[config.mk]
export PLATFORM = sky130hd
export DESIGN_NAME = serial_adder_flat
export DESIGN_NICKNAME = d
export VERILOG_FILES = /design/src/rtl/serial_adder_pkg.sv /design/src/rtl/serial_adder_if.sv /design/src/rtl/serial_adder_full_adder.sv /design/src/rtl/serial_adder.sv /design/src/flat_wrapper.sv
export SDC_FILE = /design/constraint.sdc
export NUM_CORES = 1
export LEC_CHECK = 0
export CORE_ASPECT_RATIO = 0.8
export CORE_UTILIZATION = 53
export CTS_BUF_LIST = sky130_fd_sc_hd__clkbuf_4 sky130_fd_sc_hd__clkbuf_8
export CTS_CLUSTER_SIZE = 16
export DETAILED_ROUTE_END_ITERATION = 8
export GPL_TIMING_DRIVEN = 0
export PLACE_DENSITY = 0.81
export SYNTH_ARGS = -nofsm -noshare
export SYNTH_HDL_FRONTEND = slang
export SYNTH_HIERARCHICAL = 1
export SYNTH_SLANG_ARGS = --single-unit
[constraint.sdc]
create_clock -name clk -period 1.75 [get_ports clk]
set_input_delay 0.2625 -clock clk [delete_from_list [all_inputs] [get_ports clk]]
set_output_delay 0.2625 -clock clk [all_outputs]
set_load 0.02 [all_outputs]
[src/rtl/serial_adder_pkg.sv]
// Shared constants for the bit-serial adder/subtractor: state encoding,
// default width and the bit-counter width helper.
package serial_adder_pkg;

    localparam int DEFAULT_WIDTH = 8;

    typedef logic [1:0] state_t;

    localparam state_t IDLE = 2'd0;
    localparam state_t RUN  = 2'd1;
    localparam state_t DONE = 2'd2;

    // Bits needed to count 0..width-1, never less than one.
    function automatic int cnt_w(input int width);
        return (width <= 1) ? 1 : $clog2(width);
    endfunction

endpackage

[src/rtl/serial_adder_if.sv]
// Request/response bundle of the serial adder: operands and start in,
// busy/done handshake and registered results out.
interface serial_adder_if #(
    parameter int WIDTH = serial_adder_pkg::DEFAULT_WIDTH
) ();

    logic             start;
    logic             op_sub;
    logic [WIDTH-1:0] a;
    logic [WIDTH-1:0] b;
    logic             cin;
    logic             busy;
    logic             done;
    logic [WIDTH-1:0] sum;
    logic             cout;
    logic             ovf;

    modport master (
        output start, op_sub, a, b, cin,
        input  busy, done, sum, cout, ovf
    );

    modport slave (
        input  start, op_sub, a, b, cin,
        output busy, done, sum, cout, ovf
    );

endinterface

[src/rtl/serial_adder_full_adder.sv]
// One-bit full adder assembled from two half adders; the serial datapath
// uses a single instance of it.
module half_adder (
    input  logic a,
    input  logic b,
    output logic sum,
    output logic carry
);

    assign sum   = a ^ b;
    assign carry = a & b;

endmodule

module full_adder (
    input  logic a,
    input  logic b,
    input  logic cin,
    output logic sum,
    output logic carry
);

    logic s0;
    logic c0;
    logic c1;

    half_adder u_ha0 (.a(a),  .b(b),   .sum(s0),  .carry(c0));
    half_adder u_ha1 (.a(s0), .b(cin), .sum(sum), .carry(c1));

    // The two half-adder carries can never both be set, so OR is exact.
    assign carry = c0 | c1;

endmodule

[src/rtl/serial_adder.sv]
// Bit-serial WIDTH-bit adder/subtractor: one bit per clock through a single
// full adder and a carry flop, with a start/busy/done handshake.
module serial_adder
    import serial_adder_pkg::*;
#(
    parameter int WIDTH = DEFAULT_WIDTH
) (
    input  logic           clk,
    input  logic           rst,
    serial_adder_if.slave  bus
);

    localparam int              CW       = cnt_w(WIDTH);
    localparam logic [CW-1:0]   LAST_BIT = CW'(WIDTH - 1);

    state_t           state_q, state_d;
    logic [WIDTH-1:0] a_q, a_d;
    logic [WIDTH-1:0] b_q, b_d;
    logic [WIDTH-1:0] res_q, res_d;
    logic [WIDTH-1:0] sum_q, sum_d;
    logic [CW-1:0]    cnt_q, cnt_d;
    logic             carry_q, carry_d;
    logic             cout_q, cout_d;
    logic             ovf_q, ovf_d;

    logic             fa_sum;
    logic             fa_carry;
    logic [WIDTH-1:0] res_shift;

    full_adder u_fa (
        .a     (a_q[0]),
        .b     (b_q[0]),
        .cin   (carry_q),
        .sum   (fa_sum),
        .carry (fa_carry)
    );

    // New bit enters at the MSB; after WIDTH shifts bit 0 sits at position 0.
    assign res_shift = (res_q >> 1) | (WIDTH'(fa_sum) << (WIDTH - 1));

    always_comb begin
        // NOTE: every next-state value gets a default first, so no path through the case infers a latch.
        state_d = state_q;
        a_d     = a_q;
        b_d     = b_q;
        res_d   = res_q;
        sum_d   = sum_q;
        cnt_d   = cnt_q;
        carry_d = carry_q;
        cout_d  = cout_q;
        ovf_d   = ovf_q;

        case (state_q)
            IDLE: begin
                if (bus.start) begin
                    a_d     = bus.a;
                    b_d     = bus.op_sub ? ~bus.b : bus.b;
                    carry_d = bus.op_sub ? 1'b1 : bus.cin;
                    cnt_d   = '0;
                    res_d   = '0;
                    state_d = RUN;
                end
            end

            RUN: begin
                a_d     = a_q >> 1;
                b_d     = b_q >> 1;
                res_d   = res_shift;
                carry_d = fa_carry;
                cnt_d   = cnt_q + CW'(1);
                if (cnt_q == LAST_BIT) begin
                    // carry_q is the carry into the MSB on this last bit.
                    sum_d   = res_shift;
                    cout_d  = fa_carry;
                    ovf_d   = carry_q ^ fa_carry;
                    state_d = DONE;
                end
            end

            DONE:    state_d = IDLE;
            default: state_d = IDLE;
        endcase
    end

    // NOTE: non-blocking assignments so every register samples pre-edge values.
    always_ff @(posedge clk or posedge rst) begin
        if (rst) begin
            state_q <= IDLE;
            a_q     <= '0;
            b_q     <= '0;
            res_q   <= '0;
            sum_q   <= '0;
            cnt_q   <= '0;
            carry_q <= 1'b0;
            cout_q  <= 1'b0;
            ovf_q   <= 1'b0;
        end else begin
            state_q <= state_d;
            a_q     <= a_d;
            b_q     <= b_d;
            res_q   <= res_d;
            sum_q   <= sum_d;
            cnt_q   <= cnt_d;
            carry_q <= carry_d;
            cout_q  <= cout_d;
            ovf_q   <= ovf_d;
        end
    end

    assign bus.busy = (state_q == RUN);
    assign bus.done = (state_q == DONE);
    assign bus.sum  = sum_q;
    assign bus.cout = cout_q;
    assign bus.ovf  = ovf_q;

endmodule

[src/flat_wrapper.sv]
// flat-port wrapper written by rule: the top's interface ports become plain ports
module serial_adder_flat import serial_adder_pkg::*;
#(
    parameter int WIDTH = DEFAULT_WIDTH
)
  (clk, rst, bus_start, bus_op_sub, bus_a, bus_b, bus_cin, bus_busy, bus_done, bus_sum, bus_cout, bus_ovf);
  serial_adder_if #(.WIDTH(WIDTH)) bus_i ();
  input  logic clk;
  input  logic rst;
  input wire logic [$bits(bus_i.start)-1:0] bus_start;
  input wire logic [$bits(bus_i.op_sub)-1:0] bus_op_sub;
  input wire logic [$bits(bus_i.a)-1:0] bus_a;
  input wire logic [$bits(bus_i.b)-1:0] bus_b;
  input wire logic [$bits(bus_i.cin)-1:0] bus_cin;
  output wire logic [$bits(bus_i.busy)-1:0] bus_busy;
  output wire logic [$bits(bus_i.done)-1:0] bus_done;
  output wire logic [$bits(bus_i.sum)-1:0] bus_sum;
  output wire logic [$bits(bus_i.cout)-1:0] bus_cout;
  output wire logic [$bits(bus_i.ovf)-1:0] bus_ovf;
  assign bus_i.start = bus_start;
  assign bus_i.op_sub = bus_op_sub;
  assign bus_i.a = bus_a;
  assign bus_i.b = bus_b;
  assign bus_i.cin = bus_cin;
  assign bus_busy = bus_i.busy;
  assign bus_done = bus_i.done;
  assign bus_sum = bus_i.sum;
  assign bus_cout = bus_i.cout;
  assign bus_ovf = bus_i.ovf;
  serial_adder #(.WIDTH(WIDTH)) u_core (.clk(clk), .rst(rst), .bus(bus_i));
endmodule
==> flow_summary.json, run 1 <==
{
  "setup_slack_ps": 69.6,
  "clock.fmax_mhz": 595,
  "grt_util_all_layers": 0.236,
  "netlist_area_pre_place_sq_um": 1750,
  "setup_viol": 0,
  "fp.dieW_um": 66.2,
  "power.static_leakage_nw": 1.10,
  "clk_latency_ps": 280,
  "antennaDiodeCount": 0,
  "worstHoldPathType": "input port to asynchronous set/reset pin",
  "drt_total_wl_um": 3550,
  "netlist-cell-type-count": 27,
  "grt_pass1_vias": 1178,
  "worst_slew_pin_slew_ps": 660,
  "ant_nets": 0,
  "gr-usage-met2": 0.383,
  "syn_nets": 161,
  "ctsHtreeMaxLevel": 2,
  "global_route.usage.met3": 0.0453,
  "cts.sinks": 39,
  "critical_path.reg2reg.startpoint": "u_core/a_q[0]",
  "drt_first_iter_violations": 74,
  "period_needed_ps": 1680,
  "worst_hold_slack_ps": 368,
  "clock_skew_ps": 7.99,
  "critical_path.max_stage_delay_ps": 360,
  "grt_start_max_net_pins": 26,
  "peakVddDrop_mv": 1.03,
  "layout.cells.most_common": "dfrtp_1",
  "worstSetupEndpointType": "output port",
  "antenna_found_initial": 0,
  "crit_path_start_kind": "flop",
  "coreArea_sq_um": 3110,
  "global_route.peak_usage_layer": "met2",
  "clkSlewWorstSetupHoldPaths_ps": 80,
  "cp-startpoint": "u_core/state_q[0]",
  "status": "finished clean",
  "path_max_fanout": 10,
  "maxCapViolCount": 0,
  "via_count": 1221,
  "synth_seq_cells": 39,
  "synthesized_netlist_cell_count": 136,
  "tritoncts": "yes",
  "clock_tree.root_cell": "clkbuf_8",
  "slew_headroom": 0.560,
  "wl_per_cell_um": 16.4,
  "area_growth_pct": 30.0,
  "drc_errors": 0,
  "routed_via_density": 5.63,
  "layout-drive-gt1-share": 0.186,
  "cts.hold.buffers_added": 0,
  "maxSlewViolCount": 0,
  "timing.final.crit_share": 0.960,
  "detailedRoute.firstPassIterationCount": 4,
  "post-place-cells": 208,
  "synth_edf_count": 0,
  "crit_top_cell": "buf_6",
  "start_util": 0.562,
  "arrival_time_worst_endpoint_ps": 1420,
  "yosys_most_used_dff": "dfrtp_1",
  "regToRegSetupSlack_ps": 180,
  "r2r_cells": 4,
  "ports": 33,
  "place_congestion": 0.762,
  "syn_area_per_cell_sq_um": 12.8,
  "hpwlAfterDp_um": 2550,
  "portBuffers": 31,
  "synth-async-reset-ratio": 1.00,
  "final_nets": 201,
  "fp.dieArea_sq_um": 3530,
  "clockBufferDepth": 2,
  "hold_viol": 0,
  "critical_path.endpoint": "bus_busy",
  "preCtsSetupSlack_ps": -88.0,
  "synth-seq-area-share": 0.559,
  "filler_free_cell_count_of_the_finished_design": 217,
  "power_density_nw_per_um2": 1680,
  "grt_met1_use": 0.314,
  "timing.critical_path.cells": "buf_6 -> nor2b_2 -> buf_6 -> clkdlybuf4s15_2",
  "yosysWarningCount": 6,
  "numCtsBuffers": 5,
  "crit_path_top_delay_cell": "dfrtp_1",
  "grt_first_pass_wirelength_um": 5810,
  "global_route.overflow_total": 0,
  "mostFrequentLayoutCells": "dfrtp_1 (39), clkdlybuf4s50_1 (29), a22o_1 (10)",
  "placement_rows": 18,
  "kind_of_critical_path": "flop to output port",
  "fp.dieH_um": 53.3,
  "crit_required_ps": 1490,
  "reg2reg_to": "u_core/bus.cout"
}
## state kept, by name, indices dropped and copies added, names as in the netlist
name             cells
u_core/bus.cout      1
u_core/cnt_q         3
u_core/bus.ovf       1
u_core/carry_q       1
u_core/state_q       2
u_core/a_q           8
u_core/res_q         7
u_core/bus.sum       8
u_core/b_q           8
## stage by stage
stage	utilization	instance area, sq um	setup TNS [ps]	power (mW)
final	0.730	2270	0	3.82
after global routing	0.730	2270	-2.19	4.07
after CTS	0.727	2260	0	3.83
after detailed placement	0.686	2130	-88.0	3.03
after global placement	0.678	2110	-6130	2.92
after floorplan	-	1750	0	2.48
## cell type report
cell class | count | area (sq um)
clock buffers | 6 | 82.6
fillers | 221 | 840
inverters | 3 | 11.3
plain buffers | 9 | 62.6
clock inverters | 2 | 35.0
multi-input cells | 85 | 704
flip-flops and latches | 39 | 976
repair buffers | 33 | 347
well taps | 40 | 50.0
## cells in the mapped netlist, drive strengths merged, types with 2 or more instances
library cell | count | area [sq um]
dfrtp | 39 | 976
a22o | 10 | 87.6
mux2 | 10 | 139
nand2 | 9 | 33.8
o21ai | 9 | 45.0
buf | 8 | 52.6
xor2 | 8 | 70.1
a221o | 7 | 70.1
a22oi | 7 | 52.6
and3 | 7 | 43.8
ha | 4 | 50.1
inv | 3 | 11.3
nor2 | 3 | 13.8
nand2b | 2 | 12.5
## worst max-delay path: cells and delay by family, from the launching register on
family | cells | cell delay (ps)
buffers and inverters | 3 | 570
AND/OR/NAND/NOR | 1 | 200
flip-flops | 1 | 360
## kinds of logic (layout without fill, tap and decap cells)
family                   Yosys count  after routing  synth area share
multiplexers                      10             10            0.0796
XOR/XNOR                           9              9            0.0452
flip-flops                        39             39             0.559
AND/OR/NAND/NOR                   25             25            0.0824
buffers and inverters             12             53            0.0387
adder cells (fa/ha/maj)            4              4            0.0287
AO/OA/AOI/OAI                     37             37             0.166
## per-layer routing
metal	share of wire	vias up
met1	0.47	621
met2	0.49	22
met4	0.014	0
li1	-	574
met3	0.026	4
met5	0	-
## worst min-delay path by stage
stage,endpoint,slack [ps],depth (start not counted)
3_5_place_dp,u_core/a_q[2],480,2
2_1_floorplan,u_core/a_q[7],430,1
6_report,u_core/b_q[0],370,2
4_1_cts,u_core/b_q[0],390,2
5_1_grt,u_core/b_q[0],420,2
3_3_place_gp,u_core/a_q[1],460,2
## where the power goes
group,switching [mW],internal (mW),leakage [nW]
Clock,0.302,0.461,0.0612
Combinational,0.722,0.824,0.537
Sequential,0.237,1.27,0.503
Total,1.26,2.56,1.10
## what timing repair did
item | CTS | global route
endpoints found under the setup margin | 2 | 2
gates resized for setup | 7 | 1
hold endpoints to repair | 0 | 0
setup buffers | 0 | 1
(Power assumes the default switching activity.)
==> run 2: changes to the inputs <==
--- a/config.mk
+++ b/config.mk
@@ -6,12 +6,13 @@
 export NUM_CORES = 1
 export LEC_CHECK = 0
 export CORE_ASPECT_RATIO = 0.8
-export CORE_UTILIZATION = 53
+export CORE_UTILIZATION = 57
 export CTS_BUF_LIST = sky130_fd_sc_hd__clkbuf_4 sky130_fd_sc_hd__clkbuf_8
 export CTS_CLUSTER_SIZE = 16
 export DETAILED_ROUTE_END_ITERATION = 8
 export GPL_TIMING_DRIVEN = 0
-export PLACE_DENSITY = 0.81
+export MAX_ROUTING_LAYER = met4
+export PLACE_DENSITY = 0.86
 export SYNTH_ARGS = -nofsm -noshare
 export SYNTH_HDL_FRONTEND = slang
 export SYNTH_HIERARCHICAL = 1
==> constraint.sdc (replaced) <==
create_clock -name clk -period 2.2 [get_ports clk]
set_input_delay 0.33 -clock clk [delete_from_list [all_inputs] [get_ports clk]]
set_output_delay 0.33 -clock clk [all_outputs]
set_load 0.02 [all_outputs]
==> run 2 against run 1 <==
Flip-flop and latch count unchanged. Register-to-register slack improved by 440 ps. Via count increased by 6.3%. Clock skew decreased by 0.69 ps. Routed wire length increased by 8.7%. Die area decreased by 6.8%. Combinational power decreased by 21%. Largest power group unchanged.
==> flow_summary.json, run 2 (synthesis results as in run 1) <==
{
  "detailedRoute.firstPassIterationCount": 4,
  "fp.dieH_um": 51.5,
  "crit_required_ps": 1870,
  "post-place-cells": 206,
  "final_standard_cell_utilization_of_the_core": 0.784,
  "drt_first_iter_violations": 106,
  "peakVddDrop_mv": 0.827,
  "resized_gates_after_cts": 1,
  "via_count": 1298,
  "place_congestion": 0.773,
  "cts.repair_timing.setup_buffer_count": 0,
  "fin_tns_setup_ps": 0,
  "ports": 33,
  "grt_first_pass_wirelength_um": 6220,
  "area_growth_pct": 27.1,
  "grt_start_max_net_pins": 22,
  "drt_total_wl_um": 3860,
  "clock.fmax_mhz": 483,
  "hpwlAfterDp_um": 2560,
  "setup_slack_ps": 131,
  "filler_free_cell_count_of_the_finished_design": 214,
  "ant_nets": 0,
  "kind_of_critical_path": "flop to output port",
  "path_max_fanout": 10,
  "numCtsBuffers": 5,
  "portBuffers": 31,
  "clock_tree.root_cell": "clkbuf_8",
  "power.static_leakage_nw": 1.08,
  "placement_rows": 17,
  "placedInstanceArea_sq_um": 2130,
  "fp.dieW_um": 63.9,
  "clkSlewWorstSetupHoldPaths_ps": 70,
  "preCtsSetupSlack_ps": 270,
  "power_mw": 2.91,
  "arrival_time_worst_endpoint_ps": 1740,
  "ctsHtreeMaxLevel": 2,
  "wl_per_cell_um": 18.0,
  "antennaDiodeCount": 0,
  "power_density_nw_per_um2": 1310,
  "drc_errors": 0,
  "timing.final.crit_share": 0.940,
  "antenna_found_initial": 0,
  "grt_pass1_vias": 1219,
  "clk_latency_ps": 280,
  "clock_skew_ps": 7.30,
  "routed_via_density": 6.07,
  "clockBufferDepth": 2,
  "crit_path_start_kind": "flop",
  "maxCapViolCount": 0,
  "final_nets": 200,
  "worst_hold_slack_ps": 500,
  "tritoncts": "yes",
  "fp.dieArea_sq_um": 3290,
  "cts.hold.buffers_added": 0,
  "status": "finished clean",
  "start_util": 0.617,
  "cts.sinks": 39,
  "worstHoldPathType": "flop to flop",
  "n_fill_cell": 174,
  "grt_util_all_layers": 0.267,
  "worstSetupEndpointType": "output port",
  "post_route_cell_area_sq_um": 2220,
  "period_needed_ps": 2070,
  "slew_headroom": 0.461,
  "mostFrequentLayoutCells": "dfrtp_1 (39), clkdlybuf4s50_1 (30), a22o_1 (10)",
  "layout-drive-gt1-share": 0.170,
  "maxSlewViolCount": 0,
  "hold_viol": 0,
  "global_route.overflow_total": 0,
  "coreArea_sq_um": 2830,
  "layout.cells.most_common": "dfrtp_1",
  "rsz0062_at_grt": "false",
  "setup_viol": 0,
  "worst_slew_pin_slew_ps": 808
}
run 2: final cells by class:
| cell class | count | area [sq um] | share of cell area |
|---|---|---|---|
| Sequential cell | 39 | 976 | 0.440 |
| Clock buffer | 7 | 83.8 | 0.0378 |
| Clock inverter | 1 | 5.00 | 0.00226 |
| Tap cell | 38 | 47.5 | 0.0214 |
| Buffer | 9 | 56.3 | 0.0254 |
| Inverter | 3 | 11.3 | 0.00508 |
| Timing Repair Buffer | 32 | 337 | 0.152 |
| Multi-Input combinational cell | 85 | 702 | 0.316 |
run 2: metal layers:
layer / GRT usage / vias up / share of wire
met4: 0.0720 / 0 / 0.0044
met1: 0.349 / 672 / 0.43
met5: - / - / 0
li1: - / 571 / -
met3: 0.0680 / 4 / 0.053
met2: 0.420 / 51 / 0.51
run 2: path summary, 6_finish.rpt:
kind | slack [ps] | cells past startpoint | to | startpoint
max in group asynchronous | 1120 | 3 | u_core/a_q[3] | rst
min | 500 | 2 | u_core/a_q[1] | u_core/a_q[1]
min in group asynchronous | 510 | 2 | u_core/bus.cout | rst
max reg2reg | 620 | 5 | u_core/bus.sum[3] | u_core/cnt_q[0]
max | 130 | 4 | bus_done | u_core/state_q[0]
min reg2reg | 500 | 2 | u_core/a_q[1] | u_core/a_q[1]
run 2: power breakdown:
group | leakage [nW] | internal [mW] | total (mW) | switching (mW)
clock | 0.0491 | 0.247 | 0.473 | 0.226
sequential | 0.503 | 1.01 | 1.21 | 0.201
combinational | 0.526 | 0.631 | 1.22 | 0.589
total | 1.08 | 1.89 | 2.91 | 1.02
run 2: worst max-delay path, stage by stage (launching register included):
cell             delay, ps
dfrtp_1                420
buf_6                  160
buf_2                  180
nor2_1                 100
clkdlybuf4s50_1        600
